File: src/rtl/range_pkg.sv
// +----------------------------------------------------------------------+
// | range_pkg : shared constants, state encoding and width helper for    |
// |             the range-finder transmit/receive blocks                 |
// | Revision  : 1.0                                                      |
// +----------------------------------------------------------------------+
`default_nettype none

package range_pkg;

    localparam int c_DEFAULT_WIDTH = 8;
    localparam int c_DEFAULT_DEPTH = 8;

    typedef enum logic [1:0] {
        IDLE   = 2'd0,
        SEND   = 2'd1,
        REPORT = 2'd2
    } state_t;

    // Occupancy must represent the value DEPTH itself, hence the extra bit.
    function automatic int cnt_w(input int depth);
        return $clog2(depth) + 1;
    endfunction

endpackage

`default_nettype wire

File: src/rtl/range_burst_tx_if.sv
// +----------------------------------------------------------------------+
// | range_burst_tx_if : host-side load/start signals and go/finish       |
// |                     stream outputs of range_burst_tx                 |
// | Revision          : 1.0                                              |
// +----------------------------------------------------------------------+
`default_nettype none

interface range_burst_tx_if
    import range_pkg::*;
#(
    parameter int WIDTH = c_DEFAULT_WIDTH,
    parameter int DEPTH = c_DEFAULT_DEPTH
);

    logic                      wr_en;
    logic [WIDTH-1:0]          wr_data;
    logic                      start;
    logic [WIDTH-1:0]          data_out;
    logic                      go;
    logic                      finish;
    logic                      busy;
    logic [cnt_w(DEPTH)-1:0]   count;
    logic [WIDTH-1:0]          exp_range;
    logic                      exp_valid;
    logic                      error;

    modport master (
        output wr_en, wr_data, start,
        input  data_out, go, finish, busy, count, exp_range, exp_valid, error
    );

    modport slave (
        input  wr_en, wr_data, start,
        output data_out, go, finish, busy, count, exp_range, exp_valid, error
    );

endinterface

`default_nettype wire

File: src/rtl/range_tx_buf.sv
// +----------------------------------------------------------------------+
// | range_tx_buf : DEPTH x WIDTH word buffer with write/read pointers,   |
// |                occupancy count and synchronous clear                 |
// | Revision     : 1.0                                                   |
// +----------------------------------------------------------------------+
`default_nettype none

module range_tx_buf
    import range_pkg::*;
#(
    parameter int WIDTH = c_DEFAULT_WIDTH,
    parameter int DEPTH = c_DEFAULT_DEPTH
) (
    input  wire logic                     clk,
    input  wire logic                     rst,
    input  wire logic                     i_push,
    input  wire logic [WIDTH-1:0]         i_data,
    input  wire logic                     i_pop,
    input  wire logic                     i_clear,
    output logic      [WIDTH-1:0]         o_rd_data,
    output logic      [$clog2(DEPTH):0]   o_count,
    output logic                          o_full,
    output logic                          o_empty
);

    localparam int c_AW = $clog2(DEPTH);
    localparam int c_CW = cnt_w(DEPTH);

    logic [WIDTH-1:0] r_mem [DEPTH];
    logic [c_AW-1:0]  r_wr_ptr;
    logic [c_AW-1:0]  r_rd_ptr;
    logic [c_CW-1:0]  r_count;
    logic             w_push_ok;
    logic             w_pop_ok;

    assign w_push_ok = i_push && !o_full;
    assign w_pop_ok  = i_pop && !o_empty;

    // Storage is deliberately not reset; only the bookkeeping is.
    always_ff @(posedge clk) begin
        if (w_push_ok) begin
            r_mem[r_wr_ptr] <= i_data;
        end
    end

    always_ff @(posedge clk) begin
        if (rst || i_clear) begin
            r_wr_ptr <= '0;
            r_rd_ptr <= '0;
            r_count  <= '0;
        end else begin
            if (w_push_ok) begin
                r_wr_ptr <= r_wr_ptr + 1'b1;
            end
            if (w_pop_ok) begin
                r_rd_ptr <= r_rd_ptr + 1'b1;
            end
            if (w_push_ok && !w_pop_ok) begin
                r_count <= r_count + 1'b1;
            end else if (w_pop_ok && !w_push_ok) begin
                r_count <= r_count - 1'b1;
            end
        end
    end

    assign o_rd_data = r_mem[r_rd_ptr];
    assign o_count   = r_count;
    assign o_full    = (r_count == c_CW'(DEPTH));
    assign o_empty   = (r_count == '0);

endmodule

`default_nettype wire

File: src/rtl/range_burst_tx.sv
// +----------------------------------------------------------------------+
// | range_burst_tx : buffers host words and replays them as a go/finish  |
// |                  burst; optional max-min tracking (RANGE_TX_EXPECT_EN)|
// | Revision       : 1.0                                                 |
// +----------------------------------------------------------------------+
`default_nettype none

module range_burst_tx
    import range_pkg::*;
#(
    parameter int WIDTH = c_DEFAULT_WIDTH,
    parameter int DEPTH = c_DEFAULT_DEPTH
) (
    input  wire logic        clock,
    input  wire logic        reset,
    range_burst_tx_if.slave  bus
);

    localparam int c_CW = cnt_w(DEPTH);

    state_t           r_state;
    state_t           w_next_state;
    logic             r_first;
    logic             r_error;
    logic [c_CW-1:0]  w_count;
    logic [WIDTH-1:0] w_rd_data;
    logic             w_full;
    logic             w_empty;
    logic             w_push;
    logic             w_pop;
    logic             w_last;
    logic             w_start_ok;
    logic             w_err_set;
    logic [WIDTH-1:0] w_data_out;
    logic             w_go;
    logic             w_finish;
    logic             w_busy;

    assign w_start_ok = bus.start && (r_state == IDLE) && (w_count >= c_CW'(2));
    assign w_push     = bus.wr_en && (r_state == IDLE) && !w_full && !bus.start;
    assign w_pop      = (r_state == SEND) && !w_empty;
    assign w_last     = w_pop && (w_count == c_CW'(1));
    assign w_err_set  = (bus.wr_en && !w_push) || (bus.start && !w_start_ok);

    range_tx_buf #(
        .WIDTH (WIDTH),
        .DEPTH (DEPTH)
    ) u_buf (
        .clk       (clock),
        .rst       (reset),
        .i_push    (w_push),
        .i_data    (bus.wr_data),
        .i_pop     (w_pop),
        .i_clear   (w_last),
        .o_rd_data (w_rd_data),
        .o_count   (w_count),
        .o_full    (w_full),
        .o_empty   (w_empty)
    );

    always_ff @(posedge clock) begin
        if (reset) begin
            r_state <= IDLE;
        end else begin
            r_state <= w_next_state;
        end
    end

    always_comb begin
        w_next_state = r_state;
        case (r_state)
            IDLE:    if (w_start_ok) w_next_state = SEND;
            SEND:    if (w_last || w_empty) w_next_state = REPORT;
            REPORT:  w_next_state = IDLE;
            default: w_next_state = IDLE;
        endcase
    end

    always_comb begin
        w_data_out = '0;
        w_go       = 1'b0;
        w_finish   = 1'b0;
        w_busy     = 1'b0;
        if (r_state == SEND) begin
            w_data_out = w_rd_data;
            w_go       = r_first;
            w_finish   = w_last;
            w_busy     = 1'b1;
        end
    end

    // r_first marks the cycle carrying word 0 of the current burst.
    always_ff @(posedge clock) begin
        if (reset) begin
            r_first <= 1'b0;
            r_error <= 1'b0;
        end else begin
            if (w_start_ok) begin
                r_first <= 1'b1;
            end else if (r_state == SEND) begin
                r_first <= 1'b0;
            end
            // A dropped write alongside an accepted start still leaves error set.
            if (w_err_set) begin
                r_error <= 1'b1;
            end else if (w_start_ok) begin
                r_error <= 1'b0;
            end
        end
    end

    assign bus.data_out = w_data_out;
    assign bus.go       = w_go;
    assign bus.finish   = w_finish;
    assign bus.busy     = w_busy;
    assign bus.count    = w_count;
    assign bus.error    = r_error;

`ifdef RANGE_TX_EXPECT_EN
    logic [WIDTH-1:0] r_max;
    logic [WIDTH-1:0] r_min;
    logic [WIDTH-1:0] r_range;
    logic [WIDTH-1:0] w_max;
    logic [WIDTH-1:0] w_min;

    always_comb begin
        w_max = w_rd_data;
        w_min = w_rd_data;
        if (!r_first) begin
            if (r_max > w_rd_data) w_max = r_max;
            if (r_min < w_rd_data) w_min = r_min;
        end
    end

    always_ff @(posedge clock) begin
        if (reset) begin
            r_max   <= '0;
            r_min   <= '0;
            r_range <= '0;
        end else if (w_pop) begin
            r_max <= w_max;
            r_min <= w_min;
            if (w_last) begin
                r_range <= w_max - w_min;
            end
        end
    end

    assign bus.exp_range = r_range;
    assign bus.exp_valid = (r_state == REPORT);
`else
    assign bus.exp_range = '0;
    assign bus.exp_valid = 1'b0;
`endif

endmodule

`default_nettype wire

File: src/flat_wrapper.sv
// flat-port wrapper written by rule: the top's interface ports become plain ports
module range_burst_tx_flat import range_pkg::*;
#(
    parameter int WIDTH = c_DEFAULT_WIDTH,
    parameter int DEPTH = c_DEFAULT_DEPTH
)
  (clock, reset, bus_wr_en, bus_wr_data, bus_start, bus_data_out, bus_go, bus_finish, bus_busy, bus_count, bus_exp_range, bus_exp_valid, bus_error);
  range_burst_tx_if #(.WIDTH(WIDTH), .DEPTH(DEPTH)) bus_i ();
  input  wire logic clock;
  input  wire logic reset;
  input wire logic [$bits(bus_i.wr_en)-1:0] bus_wr_en;
  input wire logic [$bits(bus_i.wr_data)-1:0] bus_wr_data;
  input wire logic [$bits(bus_i.start)-1:0] bus_start;
  output wire logic [$bits(bus_i.data_out)-1:0] bus_data_out;
  output wire logic [$bits(bus_i.go)-1:0] bus_go;
  output wire logic [$bits(bus_i.finish)-1:0] bus_finish;
  output wire logic [$bits(bus_i.busy)-1:0] bus_busy;
  output wire logic [$bits(bus_i.count)-1:0] bus_count;
  output wire logic [$bits(bus_i.exp_range)-1:0] bus_exp_range;
  output wire logic [$bits(bus_i.exp_valid)-1:0] bus_exp_valid;
  output wire logic [$bits(bus_i.error)-1:0] bus_error;
  assign bus_i.wr_en = bus_wr_en;
  assign bus_i.wr_data = bus_wr_data;
  assign bus_i.start = bus_start;
  assign bus_data_out = bus_i.data_out;
  assign bus_go = bus_i.go;
  assign bus_finish = bus_i.finish;
  assign bus_busy = bus_i.busy;
  assign bus_count = bus_i.count;
  assign bus_exp_range = bus_i.exp_range;
  assign bus_exp_valid = bus_i.exp_valid;
  assign bus_error = bus_i.error;
  range_burst_tx #(.WIDTH(WIDTH), .DEPTH(DEPTH)) u_core (.clock(clock), .reset(reset), .bus(bus_i));
endmodule
File: config.mk
export PLATFORM = sky130hd
export DESIGN_NAME = range_burst_tx_flat
export DESIGN_NICKNAME = d
export VERILOG_FILES = /design/src/rtl/range_pkg.sv /design/src/rtl/range_burst_tx_if.sv /design/src/rtl/range_tx_buf.sv /design/src/rtl/range_burst_tx.sv /design/src/flat_wrapper.sv
export SDC_FILE = /design/constraint.sdc
export NUM_CORES = 1
export LEC_CHECK = 0
export BUFFER_PORTS_ARGS = -buffer_cell sky130_fd_sc_hd__buf_2
export CAP_MARGIN = 20
export CORE_MARGIN = 2
export CORE_UTILIZATION = 50
export DETAILED_ROUTE_END_ITERATION = 10
export PLACE_DENSITY = 0.78
export SLEW_MARGIN = 20
export SYNTH_ARGS = -nofsm -noshare
export SYNTH_HDL_FRONTEND = slang
export SYNTH_SLANG_ARGS = --single-unit
File: constraint.sdc
create_clock -name clock -period 2.2 [get_ports clock]
set_input_delay 0.33 -clock clock [delete_from_list [all_inputs] [get_ports clock]]
set_output_delay 0.33 -clock clock [all_outputs]
set_load 0.1 [all_outputs]
==> reports/qor.csv <==
stage,metric,value,unit
critical_path,reg2reg_depth,4,
run_status,status,"finished, final reports clean",
synthesis,synth_seq_cells,81,
placed_design,routabilityCongestion,0.768,
cts,clock_latency,340,ps
global_routing,antenna_found_initial,0,
synthesis,synth_top_cell_area_share,56.5,%
floorplan,core_area,6680,um^2
sta,hold_viol,0,
critical_path,cp.required,1870,ps
placed_design,placed_area,3820,um^2
run,drv_cap,0,
synthesis,synthDistinctLibCells,37,
critical_path,ff2ff_setup_slack,110,ps
detailed_routing,routedWlPerCell,17.7,um
synthesis,synthTopCellsByArea,"edfxtp_1 57%, mux4_2 11%, dfxtp_1 10%",
detailed_routing,ant_nets,0,
min_path,hp-class,primary input to register,
floorplan,die_y,86.5,um
cts,cts_tree,done,
detailed_routing,vias_per_cell,5.50,
floorplan,rows,30,
cts,cts-root-buf,clkbuf_8,
sta,fin_hold_ws,224,ps
sta,skew,6.20,ps
floorplan,io_pins,37,
final_layout,fin_area,4360,um^2
global_routing,grt_pass1_vias,1977,
sta,fin_setup_tns,0,ps
detailed_routing,first_pass_iters,4,
cts,cts.sinks,81,
synthesis,synth.avg_cell_area,15.7,um^2
sta,fmax,0.460,GHz
placed_design,io_buffers,27,
global_routing,gr-total-overflow,0,
synthesis,yosys_warnings,0,
global_routing,grt_max_degree,17,
placed_design,placedCellCount,335,
synthesis,yosys.area.top_type,edfxtp_1,
global_routing,track_usage,18.7,%
floorplan,start_util,50.9,%
sta,min_period,2170,ps
final_layout,antenna_cells,0,
critical_path,critical_path_class,register to output pin,
cts,clk_path_buf_depth,2,
global_routing,grt_pass1_wl,10100,um
critical_path,rr_startpoint,u_core.r_state[1],
final_layout,area_delta_synth_final,28.3,%
sta,setup-violations-final,0,
detailed_routing,drt_iter0_drc,143,
floorplan,die_w,86.5,um
sta,period_share,98.7,%
detailed_routing,vias,2013,
critical_path,r2r-end,u_core.u_buf.r_mem[0][6],
final_layout,drive_above_1_share,45.5,%
synthesis,synth_seq_area_share,66.5,%
synthesis,synthCells,217,
cts,clkTransAtPathRegs,80,ps
critical_path,setup.worst_path.end,bus_data_out[6],
critical_path,cp-start-kind,register,
final_layout,final_cells,366,
cts,h-tree-depth,3,
detailed_routing,drc,0,
cts,cts_buffers,9,
power,peakVddDrop,947,uV
critical_path,cp_max_fo,6,
critical_path,end_kind,output pin,
detailed_routing,wl,6470,um
final_layout,fin_nets,300,
floorplan,dieArea,7470,um^2
power,leakage,0.00152,uW
critical_path,arrival,1840,ps
synthesis,syn_area,3400,um^2
sta,rsz0062_at_grt,true,
sta,slew_violations,0,
placed_design,dp_hpwl,4320,um
power,pwr_density_cell,1190,nW/um^2
[through the flow]
| step | power, uW | utilization (%) | setup slack [ps] |
|---|---|---|---|
| final | 5210 | 65.3 | 28.1 |
| after global routing | 5440 | 65.3 | -36.9 |
| after CTS | 5140 | 62.4 | 3.06 |
| after detailed placement | 3820 | 57.2 | 20.2 |
| after global placement | 3790 | 57.2 | 57.7 |
| after floorplan | 3470 | - | -180 |
[cells by family after synthesis]
| kind of cell | after synthesis | share of synthesized area [%] |
|---|---|---|
| compound gates | 24 | 4.34 |
| xor+xnor | 2 | 0.515 |
| fa+ha+maj | 7 | 2.58 |
| buf+inv | 22 | 3.53 |
| flops | 81 | 66.5 |
| mux | 27 | 13.8 |
| other cells | 1 | 0.110 |
| simple gates | 53 | 8.54 |
[sequential cells by signal, summed over array words and instances, names as in the netlist, named ones only]
register               flops
u_core.u_buf.o_count       4
u_core.r_state             2
u_core.u_buf.r_mem        64
u_core.r_first             1
u_core.u_buf.r_wr_ptr      3
u_core.bus.error           1
u_core.u_buf.r_rd_ptr      3
[cells in the mapped netlist (all sizes together)]
| cell | number |
|---|---|
| a31oi | 1 |
| o21ba | 1 |
| o21bai | 1 |
| nor3b | 1 |
| dfxtp | 17 |
| nand2b | 6 |
| and3b | 1 |
| a21oi | 11 |
| and2 | 1 |
| or4b | 2 |
| a211o | 1 |
| nand4 | 1 |
| o21ai | 6 |
| nand3b | 2 |
| xor2 | 1 |
| o31ai | 2 |
| inv | 6 |
| conb | 1 |
| xnor2 | 1 |
| edfxtp | 64 |
| nor4b | 1 |
| nand3 | 3 |
| nand2 | 3 |
| or4 | 4 |
| nor2 | 22 |
| clkbuf | 4 |
| ha | 7 |
| mux4 | 16 |
| nor3 | 3 |
| buf | 12 |
| or3 | 3 |
| mux2i | 11 |
| a21boi | 1 |
[critical path, cell delays in order (launching register included)]
cell	delay [ps]
dfxtp_4	380
buf_8	140
mux4_2	560
mux2i_4	200
nor2_4	50
buf_12	170
[worst min-delay path by stage]
stage                    from  cells after the start  slack [ps]           endpoint
3_3_place_gp   u_core.r_first                      2         450     u_core.r_first
6_report                reset                      2         220     u_core.r_first
3_5_place_dp   u_core.r_first                      2         450     u_core.r_first
2_1_floorplan           reset                      1         400     u_core.r_first
5_1_grt                 reset                      2         230     u_core.r_first
4_1_cts                 reset                      2         210  u_core.r_state[0]
[where the power goes]
group / switching (uW) / internal, uW / total, uW / leakage (uW)
Combinational: 1370 / 722 / 2090 / 0.000682
Clock: 495 / 697 / 1190 / 0.000115
Sequential: 130 / 1800 / 1930 / 0.000720
Total: 1990 / 3220 / 5210 / 0.00152
[what timing repair did]
item	4_1_cts	5_1_grt
gates resized for setup	32	15
setup endpoints to repair	9	16
setup buffers	1	13
pin swaps	0	1
hold buffers	0	0
cloned	1	0
[final cells by class]
class	instances	area, um^2
fill	470	2320
sequential	81	2280
multi-input combinational	122	1200
timing repair buffer	61	526
clock buffer	11	151
tap	80	100
clock inverter	5	77.6
inverter	6	26.3
[layer usage]
metal	global-route usage (%)	part of all wire (%)	vias to the layer above
met4	9.66	2.7	0
met2	29.5	50	65
met1	24.8	42	986
li1	-	-	947
met5	0	0	-
met3	3.71	4.9	15
[cells in the final DEF (no fill, tap or decap), types with 4 or more instances in the layout]
cell	n
clkbuf_8	11
nor2_2	5
nor2_4	7
nand2b_1	6
nor2_1	10
mux4_2	16
mux2i_1	4
buf_12	6
dfxtp_1	11
conb_1	9
o21ai_0	6
ha_1	5
dfxtp_4	4
mux2i_4	5
buf_6	4
edfxtp_1	64
buf_4	30
a21oi_1	9
buf_2	18
Note: power is estimated with default switching activity, not from simulation.
